## src/rtl/dmem_arbiter_if.sv

```systemverilog
// Bus bundle between the MEM stage, the external loader/debug master and the data memory.
// slave is the arbiter's view; master is the surrounding environment's view.
interface dmem_arbiter_if #(
  parameter int DATA_W     = 32,
  parameter int DM_ADDRESS = 9
);
  logic                  core_rd;
  logic                  core_wr;
  logic [DM_ADDRESS-1:0] core_addr;
  logic [DATA_W-1:0]     core_wdata;
  logic [2:0]            core_funct3;
  logic [DATA_W-1:0]     core_rdata;
  logic                  core_stall;

  logic                  ext_req;
  logic                  ext_we;
  logic                  ext_lock;
  logic [DM_ADDRESS-1:0] ext_addr;
  logic [DATA_W-1:0]     ext_wdata;
  logic [2:0]            ext_funct3;
  logic                  ext_gnt;
  logic                  ext_rvalid;
  logic [DATA_W-1:0]     ext_rdata;

  logic                  mem_rd;
  logic                  mem_wr;
  logic [DM_ADDRESS-1:0] mem_addr;
  logic [DATA_W-1:0]     mem_wdata;
  logic [2:0]            mem_funct3;
  logic [DATA_W-1:0]     mem_rdata;

  logic [2:0]            starve_cnt;

  modport slave (
    input  core_rd, core_wr, core_addr, core_wdata, core_funct3,
    output core_rdata, core_stall,
    input  ext_req, ext_we, ext_lock, ext_addr, ext_wdata, ext_funct3,
    output ext_gnt, ext_rvalid, ext_rdata,
    output mem_rd, mem_wr, mem_addr, mem_wdata, mem_funct3,
    input  mem_rdata,
    output starve_cnt
  );

  modport master (
    output core_rd, core_wr, core_addr, core_wdata, core_funct3,
    input  core_rdata, core_stall,
    output ext_req, ext_we, ext_lock, ext_addr, ext_wdata, ext_funct3,
    input  ext_gnt, ext_rvalid, ext_rdata,
    input  mem_rd, mem_wr, mem_addr, mem_wdata, mem_funct3,
    output mem_rdata,
    input  starve_cnt
  );
endinterface

```

## src/rtl/dmem_arbiter.sv

```systemverilog
// Single-port data memory arbiter: core has priority, ext gets a starvation bound
// and locked bursts of up to BURST_MAX beats, followed by one guaranteed core slot.
module dmem_arbiter #(
  parameter int DATA_W     = 32,
  parameter int DM_ADDRESS = 9,
  parameter int STARVE_MAX = 4,
  parameter int BURST_MAX  = 8
) (
  input  logic           clk,
  input  logic           reset,
  dmem_arbiter_if.slave  bus
);
  localparam int BW = $clog2(BURST_MAX + 1);

  typedef enum logic [1:0] {ARB, EXT_BURST, CORE_PAY} state_t;

  state_t          state;
  logic [BW-1:0]   burst_cnt;
  logic [BW-1:0]   burst_nxt;
  logic [2:0]      starve;
  logic            core_req;
  logic            gnt;
  logic            core_gnt;
  logic            ext_rd_gnt;

  assign core_req   = bus.core_rd | bus.core_wr;
  assign burst_nxt  = burst_cnt + 1'b1;
  assign ext_rd_gnt = gnt & ~bus.ext_we;

  always_comb begin
    gnt = 1'b0;
    case (state)
      ARB:       gnt = bus.ext_req & (~core_req | (starve == 3'(STARVE_MAX)));
      EXT_BURST: gnt = bus.ext_req;
      CORE_PAY:  gnt = bus.ext_req & ~core_req;
      default:   gnt = 1'b0;
    endcase
    if (!reset) gnt = 1'b0;
  end

  assign core_gnt       = reset & core_req & ~gnt;
  assign bus.ext_gnt    = gnt;
  assign bus.core_stall = core_req & gnt;
  assign bus.starve_cnt = starve;
  // A simultaneous rd+wr from the core is a store, so no load data is returned.
  assign bus.core_rdata = (core_gnt & bus.core_rd & ~bus.core_wr) ? bus.mem_rdata : '0;

  always_comb begin
    bus.mem_rd     = 1'b0;
    bus.mem_wr     = 1'b0;
    bus.mem_addr   = '0;
    bus.mem_wdata  = '0;
    bus.mem_funct3 = '0;
    if (gnt) begin
      bus.mem_rd     = ~bus.ext_we;
      bus.mem_wr     = bus.ext_we;
      bus.mem_addr   = bus.ext_addr;
      bus.mem_wdata  = bus.ext_wdata;
      bus.mem_funct3 = bus.ext_funct3;
    end else if (core_gnt) begin
      bus.mem_rd     = bus.core_rd & ~bus.core_wr;
      bus.mem_wr     = bus.core_wr;
      bus.mem_addr   = bus.core_addr;
      bus.mem_wdata  = bus.core_wdata;
      bus.mem_funct3 = bus.core_funct3;
    end
  end

  always_ff @(posedge clk or negedge reset) begin
    if (!reset) begin
      state          <= ARB;
      burst_cnt      <= '0;
      starve         <= '0;
      bus.ext_rvalid <= 1'b0;
      bus.ext_rdata  <= '0;
    end else begin
      bus.ext_rvalid <= ext_rd_gnt;
      if (ext_rd_gnt) bus.ext_rdata <= bus.mem_rdata;

      if (!bus.ext_req || gnt)              starve <= '0;
      else if (starve != 3'(STARVE_MAX))    starve <= starve + 3'd1;

      case (state)
        ARB: begin
          if (gnt && bus.ext_lock) begin
            state     <= EXT_BURST;
            burst_cnt <= BW'(1);
          end else if (gnt && core_req) begin
            state <= CORE_PAY;
          end
        end
        EXT_BURST: begin
          if (gnt) burst_cnt <= burst_nxt;
          // The core always gets one slot after a burst, however it ended.
          if (!bus.ext_lock || !bus.ext_req || (gnt && burst_nxt == BW'(BURST_MAX))) begin
            state     <= CORE_PAY;
            burst_cnt <= '0;
          end
        end
        CORE_PAY: state <= ARB;
        default:  state <= ARB;
      endcase
    end
  end
endmodule

```

## src/flat_wrapper.sv

```systemverilog
// flat-port wrapper written by rule: the top's interface ports become plain ports
module dmem_arbiter_flat 
#(
  parameter int DATA_W     = 32,
  parameter int DM_ADDRESS = 9,
  parameter int STARVE_MAX = 4,
  parameter int BURST_MAX  = 8
)
  (clk, reset, bus_core_rd, bus_core_wr, bus_core_addr, bus_core_wdata, bus_core_funct3, bus_core_rdata, bus_core_stall, bus_ext_req, bus_ext_we, bus_ext_lock, bus_ext_addr, bus_ext_wdata, bus_ext_funct3, bus_ext_gnt, bus_ext_rvalid, bus_ext_rdata, bus_mem_rd, bus_mem_wr, bus_mem_addr, bus_mem_wdata, bus_mem_funct3, bus_mem_rdata, bus_starve_cnt);
  dmem_arbiter_if #(.DATA_W(DATA_W), .DM_ADDRESS(DM_ADDRESS)) bus_i ();
  input  logic clk;
  input  logic reset;
  input wire logic [$bits(bus_i.core_rd)-1:0] bus_core_rd;
  input wire logic [$bits(bus_i.core_wr)-1:0] bus_core_wr;
  input wire logic [$bits(bus_i.core_addr)-1:0] bus_core_addr;
  input wire logic [$bits(bus_i.core_wdata)-1:0] bus_core_wdata;
  input wire logic [$bits(bus_i.core_funct3)-1:0] bus_core_funct3;
  output wire logic [$bits(bus_i.core_rdata)-1:0] bus_core_rdata;
  output wire logic [$bits(bus_i.core_stall)-1:0] bus_core_stall;
  input wire logic [$bits(bus_i.ext_req)-1:0] bus_ext_req;
  input wire logic [$bits(bus_i.ext_we)-1:0] bus_ext_we;
  input wire logic [$bits(bus_i.ext_lock)-1:0] bus_ext_lock;
  input wire logic [$bits(bus_i.ext_addr)-1:0] bus_ext_addr;
  input wire logic [$bits(bus_i.ext_wdata)-1:0] bus_ext_wdata;
  input wire logic [$bits(bus_i.ext_funct3)-1:0] bus_ext_funct3;
  output wire logic [$bits(bus_i.ext_gnt)-1:0] bus_ext_gnt;
  output wire logic [$bits(bus_i.ext_rvalid)-1:0] bus_ext_rvalid;
  output wire logic [$bits(bus_i.ext_rdata)-1:0] bus_ext_rdata;
  output wire logic [$bits(bus_i.mem_rd)-1:0] bus_mem_rd;
  output wire logic [$bits(bus_i.mem_wr)-1:0] bus_mem_wr;
  output wire logic [$bits(bus_i.mem_addr)-1:0] bus_mem_addr;
  output wire logic [$bits(bus_i.mem_wdata)-1:0] bus_mem_wdata;
  output wire logic [$bits(bus_i.mem_funct3)-1:0] bus_mem_funct3;
  input wire logic [$bits(bus_i.mem_rdata)-1:0] bus_mem_rdata;
  output wire logic [$bits(bus_i.starve_cnt)-1:0] bus_starve_cnt;
  assign bus_i.core_rd = bus_core_rd;
  assign bus_i.core_wr = bus_core_wr;
  assign bus_i.core_addr = bus_core_addr;
  assign bus_i.core_wdata = bus_core_wdata;
  assign bus_i.core_funct3 = bus_core_funct3;
  assign bus_core_rdata = bus_i.core_rdata;
  assign bus_core_stall = bus_i.core_stall;
  assign bus_i.ext_req = bus_ext_req;
  assign bus_i.ext_we = bus_ext_we;
  assign bus_i.ext_lock = bus_ext_lock;
  assign bus_i.ext_addr = bus_ext_addr;
  assign bus_i.ext_wdata = bus_ext_wdata;
  assign bus_i.ext_funct3 = bus_ext_funct3;
  assign bus_ext_gnt = bus_i.ext_gnt;
  assign bus_ext_rvalid = bus_i.ext_rvalid;
  assign bus_ext_rdata = bus_i.ext_rdata;
  assign bus_mem_rd = bus_i.mem_rd;
  assign bus_mem_wr = bus_i.mem_wr;
  assign bus_mem_addr = bus_i.mem_addr;
  assign bus_mem_wdata = bus_i.mem_wdata;
  assign bus_mem_funct3 = bus_i.mem_funct3;
  assign bus_i.mem_rdata = bus_mem_rdata;
  assign bus_starve_cnt = bus_i.starve_cnt;
  dmem_arbiter #(.DATA_W(DATA_W), .DM_ADDRESS(DM_ADDRESS), .STARVE_MAX(STARVE_MAX), .BURST_MAX(BURST_MAX)) u_core (.clk(clk), .reset(reset), .bus(bus_i));
endmodule
```

## config.mk

```make
export PLATFORM = sky130hd
export DESIGN_NAME = dmem_arbiter_flat
export DESIGN_NICKNAME = d
export VERILOG_FILES = /design/src/rtl/dmem_arbiter_if.sv /design/src/rtl/dmem_arbiter.sv /design/src/flat_wrapper.sv
export SDC_FILE = /design/constraint.sdc
export NUM_CORES = 1
export LEC_CHECK = 0
export ABC_AREA = 1
export CORE_MARGIN = 3
export CORE_UTILIZATION = 33
export DETAILED_ROUTE_END_ITERATION = 10
export GPL_TIMING_DRIVEN = 1
export PLACE_DENSITY = 0.83
export SKIP_CTS_REPAIR_TIMING = 1
export SYNTH_ARGS = -nofsm -noshare
export SYNTH_HDL_FRONTEND = slang
export SYNTH_SLANG_ARGS = --single-unit
```

## constraint.sdc

```tcl
create_clock -name clk -period 3.7 [get_ports clk]
set_input_delay 0.925 -clock clk [delete_from_list [all_inputs] [get_ports clk]]
set_output_delay 0.925 -clock clk [all_outputs]
set_load 0.01 [all_outputs]
```

==> flow_summary.toml <==
[status]
status = "completed"

[final_layout]
fillers = 671
seqCellArea_sq_mm = 0.00105
instances_no_fill = 753
multi_input_area_sq_mm = 0.00144
final_nets = 778
drive_gt1_share_pct = 9.57
diodes = 0
final_area_sq_mm = 0.00564
area_growth_pct = 101

[timing]
fmax_mhz = 272
hold_viol_final = 0
slew_headroom_pct = 47.8
min_period_ps = 3680
skew_ps = 9.88
drv_slew = 0
whs_ps = 485
rsz0062_at_grt = "yes"
finalCritPeriodShare_pct = 99.3
tightest_slew_ps = 783
setup_viol = 0

[synth]
synth.cell_area_sq_mm = 0.00281
synth_nets = 540
avgSynthCellArea_sq_um = 6.87
ys_seq_area_share_pct = 37.4
ys_seq_elements = 42
synth_cells = 409
ys_warn_count = 0
ys_types = 24

[setup_path]
critPathKind = "input port to output port"
cp_common_cell = "nand2_1"
rrSetupSlack_ps = 1420
cp_top_family = "buffers and inverters"
worst_path_max_delay_cell = "clkdlybuf4s50_1"
crit_path_end_kind = "output port"
cp_data_arrival_time_ps = 2750
crit_chain = "clkdlybuf4s50_1, nor2_2, nand2_1, nand2_2, nand3_4, inv_4, buf_12, nand2_1, nand2_1, clkdlybuf4s50_1"
crit_buf_inv = 4
required_ps = 2770
path_max_fanout = 23
cpPeakStageDelay_ps = 540
critPathLaunchType = "input port"

[power]
p_per_area_mw_per_mm2 = 386
p_leak_nw = 3.74
power_mw = 2.18
ir_drop_mv = 0.188

[floorplanning]
die_w_microns = 98.3
core_area_sq_mm = 0.00826
die_area_sq_mm = 0.00966
die_h_microns = 98.3
initial_utilization_pct = 34.0
rows = 33
design.portCount = 243

[routing]
drt_iter0_drc = 121
route.detailed.drc = 0
totalWireLength_microns = 10900
vias = 3518
ant_nets = 0
avgViaCountPerCell = 4.67
routedWlPerCell_microns = 14.5
dr.pass1.iters = 4

[grt]
antenna_found_initial = 0
grt_pass1_wl_microns = 16600
track_usage_pct = 20.8
grt-ovfl-total = 0
grt_pass1_vias = 3539
grt_max_degree = 65

[clock_tree]
htreeDepth = 2
clk_pin_slew_ps = 80
cts.sinks = 42
cts_tree = "done"
clk_latency_ps = 280
cts_buffer_depth = 2
numCtsBuffers = 5
cts_root_buf = "clkbuf_8"

[place]
dp_cells = 745
portBuffers = 242
gp_congestion = 0.839
hpwl_microns = 8620
post_dp_cell_area_sq_mm = 0.00535

[hold_path]
hold_class = "register to register"

[run]
cap_violations = 0
==> cells in the mapped netlist, drive strengths merged <==
cell type | instances | area [sq um]
a21boi | 1 | 7.51
a21oi | 2 | 10.0
and2 | 1 | 6.26
buf | 18 | 128
clkbuf | 5 | 18.8
dfrtp | 42 | 1050
ha | 4 | 50.1
inv | 47 | 176
nand2 | 150 | 596
nand3 | 53 | 278
nand4 | 4 | 25.0
nor2 | 45 | 181
o21ai | 34 | 256
o31ai | 1 | 7.51
xnor2 | 1 | 8.76
xor2 | 1 | 8.76
==> cells by family (layout without fill, tap and decap cells) <==
| group | count (synthesis) | after routing | synth area share (%) |
|---|---|---|---|
| and+or+nand+nor | 253 | 253 | 38.7 |
| buffers and inverters | 70 | 309 | 11.5 |
| DFF | 42 | 42 | 37.4 |
| AOI/OAI and AO/OA | 38 | 38 | 10.0 |
| adders and majority gates | 4 | 4 | 1.78 |
| xor gates and xnor gates | 2 | 2 | 0.624 |
==> sequential cells by signal, indices dropped and copies added (netlist names) <==
register / cells
u_core.burst_cnt: 4
u_core.bus.ext_rdata: 32
u_core.bus.ext_rvalid: 1
u_core.bus.starve_cnt: 3
u_core.state: 2
==> metal layers <==
layer | GRT usage (%) | wire length [microns] | vias up
li1 | - | - | 1742
met5 | 0 | 0 | -
met2 | 40.2 | 5850 | 143
met1 | 22.7 | 4060 | 1617
met3 | 5.43 | 802 | 16
met4 | 4.52 | 187 | 0
==> path summary, 6_finish.rpt <==
path	from	endpoint	cells after the start
max in group asynchronous	reset	u_core.bus.ext_rdata[4]	2
setup reg to reg	u_core.bus.starve_cnt[0]	u_core.bus.ext_rdata[19]	13
setup / recovery	bus_core_rd	bus_mem_addr[7]	10
hold / removal	u_core.bus.ext_rdata[5]	u_core.bus.ext_rdata[5]	2
hold reg to reg	u_core.bus.ext_rdata[5]	u_core.bus.ext_rdata[5]	2
min in group asynchronous	reset	u_core.bus.ext_rdata[22]	2
==> cells in the final DEF, fill, tap and decap left out, drive strengths merged, types with 2 or more instances in the layout <==
cell / n
inv: 48
dfrtp: 42
buf: 13
a21oi: 2
nand4: 4
dlymetal6s2s: 73
o21ai: 34
nand3: 53
clkdlybuf4s50: 168
nand2: 150
ha: 4
clkbuf: 7
nor2: 45
==> cell type report <==
class | count | share of cell area (%)
multi-input cells | 297 | 25.5
clock buffers | 7 | 1.53
well taps | 105 | 2.33
clock inverters | 1 | 0.155
flip-flops and latches | 42 | 18.7
repair buffers | 254 | 48.7
inverters | 47 | 3.17
==> power breakdown <==
group	internal, mW	switching, mW
combinational	0.638	0.489
sequential	0.630	0.113
clock	0.154	0.153
==> worst reg2reg max path, cell delays in order, from the launching register on <==
cell and delay, ps:
dfrtp_1 380, inv_1 80, ha_1 220, nand2_2 110, nand2_1 70, nand2_2 70, nand2_2 70, nand3_4 100
buf_4 150, nor2_4 40, inv_2 50, buf_4 610, nand2_1 180, o21ai_2 90
==> stage by stage <==
stage	util [%]	setup TNS [ps]	setup WS (ps)
2_1_floorplan	-	0	944
3_3_place_gp	64.8	-2.93	-2.93
3_5_place_dp	64.8	-322	-53.5
4_1_cts	66.0	-528	-64.6
5_1_grt	68.2	-391	-90.8
6_report	68.2	0	24.6
Note: power is estimated with default switching activity, not from simulation.
